==> src/rtl/vga_sync_gen.sv <==
// vga_sync_gen: 640x480@60 VGA timing from the 25 MHz wizard clock.
// The display stays blanked until the wizard lock is stable.
module vga_sync_gen #(
  parameter int H_ACTIVE = 640,
  parameter int H_FP     = 16,
  parameter int H_SYNC   = 96,
  parameter int H_BP     = 48,
  parameter int V_ACTIVE = 480,
  parameter int V_FP     = 10,
  parameter int V_SYNC   = 2,
  parameter int V_BP     = 33,
  parameter bit SYNC_POL = 1'b0
) (
  input  logic       clk25,
  input  logic       reset_n,
  input  logic       locked,
  output logic       hsync,
  output logic       vsync,
  output logic       video_on,
  output logic [9:0] pixel_x,
  output logic [9:0] pixel_y,
  output logic       line_start,
  output logic       frame_start
);

  localparam int H_TOTAL = H_ACTIVE + H_FP + H_SYNC + H_BP;
  localparam int V_TOTAL = V_ACTIVE + V_FP + V_SYNC + V_BP;

  generate
    if (H_TOTAL > 1024 || V_TOTAL > 1024) begin : g_size_chk
      $error("vga_sync_gen: timing totals exceed 10-bit counters");
    end
  endgenerate

  localparam logic [9:0] H_LAST = 10'(H_TOTAL - 1);
  localparam logic [9:0] V_LAST = 10'(V_TOTAL - 1);
  localparam logic [9:0] H_VIS  = 10'(H_ACTIVE);
  localparam logic [9:0] V_VIS  = 10'(V_ACTIVE);
  localparam logic [9:0] HS_BEG = 10'(H_ACTIVE + H_FP);
  localparam logic [9:0] HS_END = 10'(H_ACTIVE + H_FP + H_SYNC - 1);
  localparam logic [9:0] VS_BEG = 10'(V_ACTIVE + V_FP);
  localparam logic [9:0] VS_END = 10'(V_ACTIVE + V_FP + V_SYNC - 1);

  typedef enum logic {
    WAIT_LOCK = 1'b0,
    RUN       = 1'b1
  } state_t;

  state_t     state;
  state_t     state_nxt;
  logic       sync_q1;
  logic       lock_s;
  logic [9:0] h_cnt;
  logic [9:0] v_cnt;
  logic       advance;
  logic       h_wrap;
  logic       v_wrap;

  logic       hsync_nxt;
  logic       vsync_nxt;
  logic       video_nxt;
  logic [9:0] px_nxt;
  logic [9:0] py_nxt;
  logic       ls_nxt;
  logic       fs_nxt;

  // locked comes from the wizard's own domain
  always_ff @(posedge clk25 or negedge reset_n) begin
    if (!reset_n) begin
      sync_q1 <= 1'b0;
      lock_s  <= 1'b0;
    end else begin
      sync_q1 <= locked;
      lock_s  <= sync_q1;
    end
  end

  always_ff @(posedge clk25 or negedge reset_n) begin
    if (!reset_n) state <= WAIT_LOCK;
    else          state <= state_nxt;
  end

  always_comb begin
    state_nxt = state;
    unique case (state)
      WAIT_LOCK: if (lock_s)  state_nxt = RUN;
      RUN:       if (!lock_s) state_nxt = WAIT_LOCK;
    endcase
  end

  assign advance = (state == RUN) && lock_s;
  assign h_wrap  = (h_cnt == H_LAST);
  assign v_wrap  = (v_cnt == V_LAST);

  // counters sit at 0 until running, so entering RUN starts at (0,0)
  always_ff @(posedge clk25 or negedge reset_n) begin
    if (!reset_n) begin
      h_cnt <= '0;
      v_cnt <= '0;
    end else if (!advance) begin
      h_cnt <= '0;
      v_cnt <= '0;
    end else begin
      h_cnt <= h_wrap ? 10'd0 : h_cnt + 10'd1;
      if (h_wrap) v_cnt <= v_wrap ? 10'd0 : v_cnt + 10'd1;
    end
  end

  always_comb begin
    hsync_nxt = ~SYNC_POL;
    vsync_nxt = ~SYNC_POL;
    video_nxt = 1'b0;
    px_nxt    = '0;
    py_nxt    = '0;
    ls_nxt    = 1'b0;
    fs_nxt    = 1'b0;
    if (state == RUN) begin
      if (h_cnt >= HS_BEG && h_cnt <= HS_END) hsync_nxt = SYNC_POL;
      if (v_cnt >= VS_BEG && v_cnt <= VS_END) vsync_nxt = SYNC_POL;
      video_nxt = (h_cnt < H_VIS) && (v_cnt < V_VIS);
      if (video_nxt) begin
        px_nxt = h_cnt;
        py_nxt = v_cnt;
      end
      ls_nxt = (h_cnt == 10'd0);
      fs_nxt = (h_cnt == 10'd0) && (v_cnt == 10'd0);
    end
  end

  always_ff @(posedge clk25 or negedge reset_n) begin
    if (!reset_n) begin
      hsync       <= ~SYNC_POL;
      vsync       <= ~SYNC_POL;
      video_on    <= 1'b0;
      pixel_x     <= '0;
      pixel_y     <= '0;
      line_start  <= 1'b0;
      frame_start <= 1'b0;
    end else begin
      hsync       <= hsync_nxt;
      vsync       <= vsync_nxt;
      video_on    <= video_nxt;
      pixel_x     <= px_nxt;
      pixel_y     <= py_nxt;
      line_start  <= ls_nxt;
      frame_start <= fs_nxt;
    end
  end

endmodule

==> config.mk <==
export PLATFORM = sky130hd
export DESIGN_NAME = vga_sync_gen
export DESIGN_NICKNAME = d
export VERILOG_FILES = /design/src/rtl/vga_sync_gen.sv
export SDC_FILE = /design/constraint.sdc
export NUM_CORES = 1
export LEC_CHECK = 0
export CAP_MARGIN = 20
export CORE_UTILIZATION = 48
export CTS_BUF_LIST = sky130_fd_sc_hd__clkbuf_2 sky130_fd_sc_hd__clkbuf_4 sky130_fd_sc_hd__clkbuf_8
export DETAILED_ROUTE_END_ITERATION = 8
export DONT_BUFFER_PORTS = 1
export PLACE_DENSITY = 0.63
export RECOVER_POWER = 25
export SLEW_MARGIN = 40
export SYNTH_ARGS = -nofsm -noshare
export SYNTH_HDL_FRONTEND = slang
export SYNTH_SLANG_ARGS = --single-unit
export TNS_END_PERCENT = 10
==> constraint.sdc <==
create_clock -name clk25 -period 1.61 [get_ports clk25]
set_input_delay 0.4025 -clock clk25 [delete_from_list [all_inputs] [get_ports clk25]]
set_output_delay 0.4025 -clock clk25 [all_outputs]
set_load 0.005 [all_outputs]
# Word-level counts from Yosys, hierarchy flattened
# Cells that the tools add are included.
[word_totals]
input_bits = 3
reg_bits = 48
[op_classes]
magnitude_cmp = 6
eq_ne = 3
add_sub_neg = 2
mux = 17
n_reduce_logical = 7
[ops]
columns = ["operator", "count"]
rows = [
  ["two-way mux 10 bit", 9],
  ["adder 10 x 1 -> 10 bit (second input constant)", 2],
  ["== test 10 bit (second input constant)", 2],
  ["zero test 10 bit", 2],
  [">= comparator 10 bit (second input constant)", 1],
  [">= comparator 10 x 9 -> 1 bit (second input constant)", 1],
  ["<= comparator 10 bit (second input constant)", 1],
  ["<= comparator 10 x 9 -> 1 bit (second input constant)", 1],
  ["< comparator 10 bit (second input constant)", 1],
  ["< comparator 10 x 9 -> 1 bit (second input constant)", 1],
  ["two-way mux 1 bit", 8],
  ["logical AND 1 bit", 5],
  ["inequality test 2 x 1 -> 1 bit (second input constant)", 1],
]

# Longest topological paths before layout
[depth]
ltp_word = 4
mapped_depth = 7
ltp_nobuf = 6

# Worst setup path after synthesis
# Ideal clock, no wire load.
[synth_timing]
kind = "register -> register"
startpoint = "register h_cnt[0]"
endpoint = "register v_cnt[4]"
path_stages_with_launch = 7
setup_time_ps = 92
slack_ps = -45
arrival_time_ps = 1563
period_less_slack_ps = 1655
path_cell_list = "dfrtp_1 > ha_1 > and4_4 > nand4_4 > or2_1 > buf_6 > o31ai_2"
[synth_via]
elab_chain_len = 2
[synth_rtl]
columns = ["item", "line_no", "text"]
rows = [
  ["start: declaration", "53", "logic [9:0] h_cnt;"],
  ["start signal: assignment", "104", "h_cnt <= h_wrap ? 10'd0 : h_cnt + 10'd1;"],
  ["== test 10 bit", "92", "assign h_wrap = (h_cnt == H_LAST);"],
  ["inequality test 2 x 1 -> 1 bit (no line)", "n/a", ""],
  ["end signal: assignment", "105", "if (h_wrap) v_cnt <= v_wrap ? 10'd0 : v_cnt + 10'd1;"],
  ["end: declaration", "54", "logic [9:0] v_cnt;"],
]
# No other way between the ends.
# A chain may end at the register's enable or synchronous reset.

# Worst setup path in the final report
[layout_timing]
startpoint = "register v_cnt[0]"
endpoint = "register v_cnt[6]"
[layout_via]
elab_chain_len = 4
word_cells_on_any_way = 5
[layout_rtl]
columns = ["item", "line_no", "text"]
rows = [
  ["adder 10 x 1 -> 10 bit or == test 10 bit (tied branches)", "105, 93", ""],
  ["two-way mux 10 bit (*) (2 in a row)", "105", ""],
  ["two-way mux 10 bit (*)", "100", "end else if (!advance) begin"],
]
# Every way passes the cells marked *; elsewhere a longest branch is shown, timed or not. The select of a mux whose other input is x is not followed.

==> metrics.yaml <==
ys_types: 40
wl_met3_um: 169
num_rows: 23
fp.dieW_um: 67.5
p_total_mw: 2.15
tritoncts: "built"
avgRoutedWirePerCell_um: 15.7
required_ns: 1.81
path_cells: "inv_1, ha_1, nor2b_1, a31o_2, or2_4, o31ai_2"
max_slew_margin_pct: 58.6
ant_nets: 0
tightest_slew_ns: 0.622
n_antenna_cell: 0
synth-edff-count: 0
critPathKind: "reg2reg"
first_global_vias: 1396
ys.flop_type: "dfrtp_1"
clkTransAtPathRegs_ns: 0.09
grt_max_degree: 49
fin_crit_sh_pct: 97.5
core-area_mm2: 0.00406
io_pins: 28
place_inst: 244
place_congestion: 0.896
power.density_mw_per_mm2: 887
fin_setup_tns_ns: 0
finalSetupViolCount: 0
die_h_um: 67.5
finalNonFillerCells: 254
synth_seq_cells: 48
async_flop_share_pct: 100
ys.warnings.count: 0
routed.top_layer: "met4"
whs_ns: 0.126
worst_clock_skew_ns: 0.00748
drive_gt1_share_pct: 26.0
worst_ep_arrival_time_ns: 1.78
fin_crit_ns: 1.57
pre_cts_ws_ns: -0.0435
critPathMaxStageDelay_ns: 0.36
overflow: 0
start_kind: "flop"
wirelength_um: 3990
leakagePower_nw: 1.13
place_area_mm2: 0.00227
status: "complete, no violations"
route.detailed.drc: 0
root_buffer: "clkbuf_8"
hp-class: "in2reg"
fin_area_mm2: 0.00242
syn_area_per_cell_um2: 11.7
routed_via_density: 5.50
dp_hpwl_um: 2820
finalMaxSlewViolations: 0
drt_pass1_iterations: 4
critPathBufInv: 1
fin_ws_ns: 0.0399
rsz0062_at_grt: "true"
yosysSeqAreaShare_pct: 58.4
nets: 211
maxCapViolCount: 0
crit_path_max_fanout: 7
drt-met1-wl_um: 1870
ir_drop_uv: 403
dr_total_vias: 1396
antenna_found_initial: 0
netlist_instances: 176
utilization_pct: 59.7
htree_levels: 2
clockBufferDepth: 2
netlist_area_mm2: 0.00206
final_hold_viol_count: 0
syn-num-nets: 184
fmax_mhz: 637
wl_met2_um: 1880
cp_slowest_cell: "dfrtp_1"
critPathTopFamily: "compound AO/OA/AOI/OAI gates"
cts_sinks: 48
dr.first_iter.drc_count: 44
cp-end-kind: "flop"
portBuffers: 0
grt_pass1_wl_um: 6850
area_growth_pct: 17.6
dieArea_mm2: 0.00456
insertion_delay_ns: 0.30
floorplan.initialDensity_pct: 50.8
grtUsageTotal_pct: 20.9
numCtsBuffers: 5
==> worst reg2reg max path, cell delays in order, from the launching register on <==
cell     delay (ns)
dfrtp_1        0.36
inv_1          0.06
ha_1           0.18
nor2b_1        0.14
a31o_2         0.22
or2_4          0.28
o31ai_2        0.25
==> area by class of cell <==
class / count / area (um^2)
Clock buffer: 6 / 76.3
Tap cell: 50 / 62.6
Sequential cell: 48 / 1200
Multi-Input combinational cell: 114 / 810
Timing Repair Buffer: 28 / 213
Inverter: 6 / 22.5
Fill cell: 346 / 1640
Clock inverter: 2 / 35.0
==> Yosys cell counts, types with 2 or more instances <==
library cell,n,area share (%)
dfstp_2,2,2.6
nor4_1,3,0.91
and2_1,19,5.8
nor2b_1,3,0.91
nand3_1,8,1.9
clkbuf_1,2,0.36
or3_1,2,0.61
nor3_1,5,1.2
inv_1,6,1.1
nand2_1,8,1.5
xor2_1,4,1.7
o31ai_2,5,3.0
and4_1,3,1.3
buf_6,2,1.1
nor2_1,11,2.0
a22o_1,2,0.85
o22ai_1,2,0.61
ha_1,5,3.0
xnor2_1,3,1.3
dfrtp_1,46,56
buf_2,4,0.97
nand4_1,3,0.91
o211ai_1,5,1.8
and3_1,4,1.2
o21ai_0,4,0.97
==> cells by family after synthesis <==
family	count (synthesis)	share of synthesized area [%]
compound gates	23	9.23
buf+inv	14	3.52
xor+xnor	7	2.98
mux	1	0.486
other cells	1	0.182
simple gates	77	22.1
fa+ha+maj	5	3.04
flops	48	58.4
==> placed cells by master (no fill, tap or decap), types with 2 or more instances in the layout <==
master,instances
o22ai_1,2
and3_1,4
clkbuf_4,2
a22o_1,2
inv_1,6
and4_1,3
nand2_1,8
o21ai_0,4
nor4_1,2
clkbuf_8,5
nor2b_1,3
xnor2_1,3
dfstp_2,2
xor2_1,4
or3_1,2
nand4_1,3
buf_4,26
nor2_1,10
ha_1,4
nand3_1,8
dfrtp_1,46
o31ai_2,5
and2_1,19
o211ai_1,5
nor3_1,5
==> flip-flops by register name, indices dropped and copies added (netlist names), 10 cells and up <==
signal and count:
h_cnt 10, pixel_x 10, pixel_y 10, v_cnt 10
==> timing repair <==
action	4_1_cts	5_1_grt
setup endpoints to repair	8	27
setup buffers	0	0
pin swaps	0	3
gates resized for setup	2	3
hold endpoints to repair	48	0
hold buffers	2	0
==> worst paths after layout <==
| path | from | to | slack [ns] | cells after the start |
|---|---|---|---|---|
| setup / recovery | v_cnt[0] | v_cnt[6] | 0.04 | 6 |
| hold / removal | locked | sync_q1 | 0.13 | 0 |
| setup reg to reg | v_cnt[0] | v_cnt[6] | 0.04 | 6 |
| hold reg to reg | sync_q1 | lock_s | 0.37 | 0 |
| max in group asynchronous | reset_n | v_cnt[1] | 0.50 | 2 |
| min in group asynchronous | reset_n | v_cnt[7] | 0.69 | 2 |
==> power breakdown <==
part / internal (mW) / switching [mW]
registers: 1.22 / 0.00704
logic: 0.0245 / 0.0512
clock network: 0.477 / 0.371
==> routing by layer <==
metal / vias to the layer above / GRT usage, %
met5: - / 0
met4: 0 / 11.7
met2: 46 / 30.4
li1: 661 / -
met3: 6 / 4.22
met1: 683 / 28.7
No activity file was read; power rests on OpenSTA's default activity.
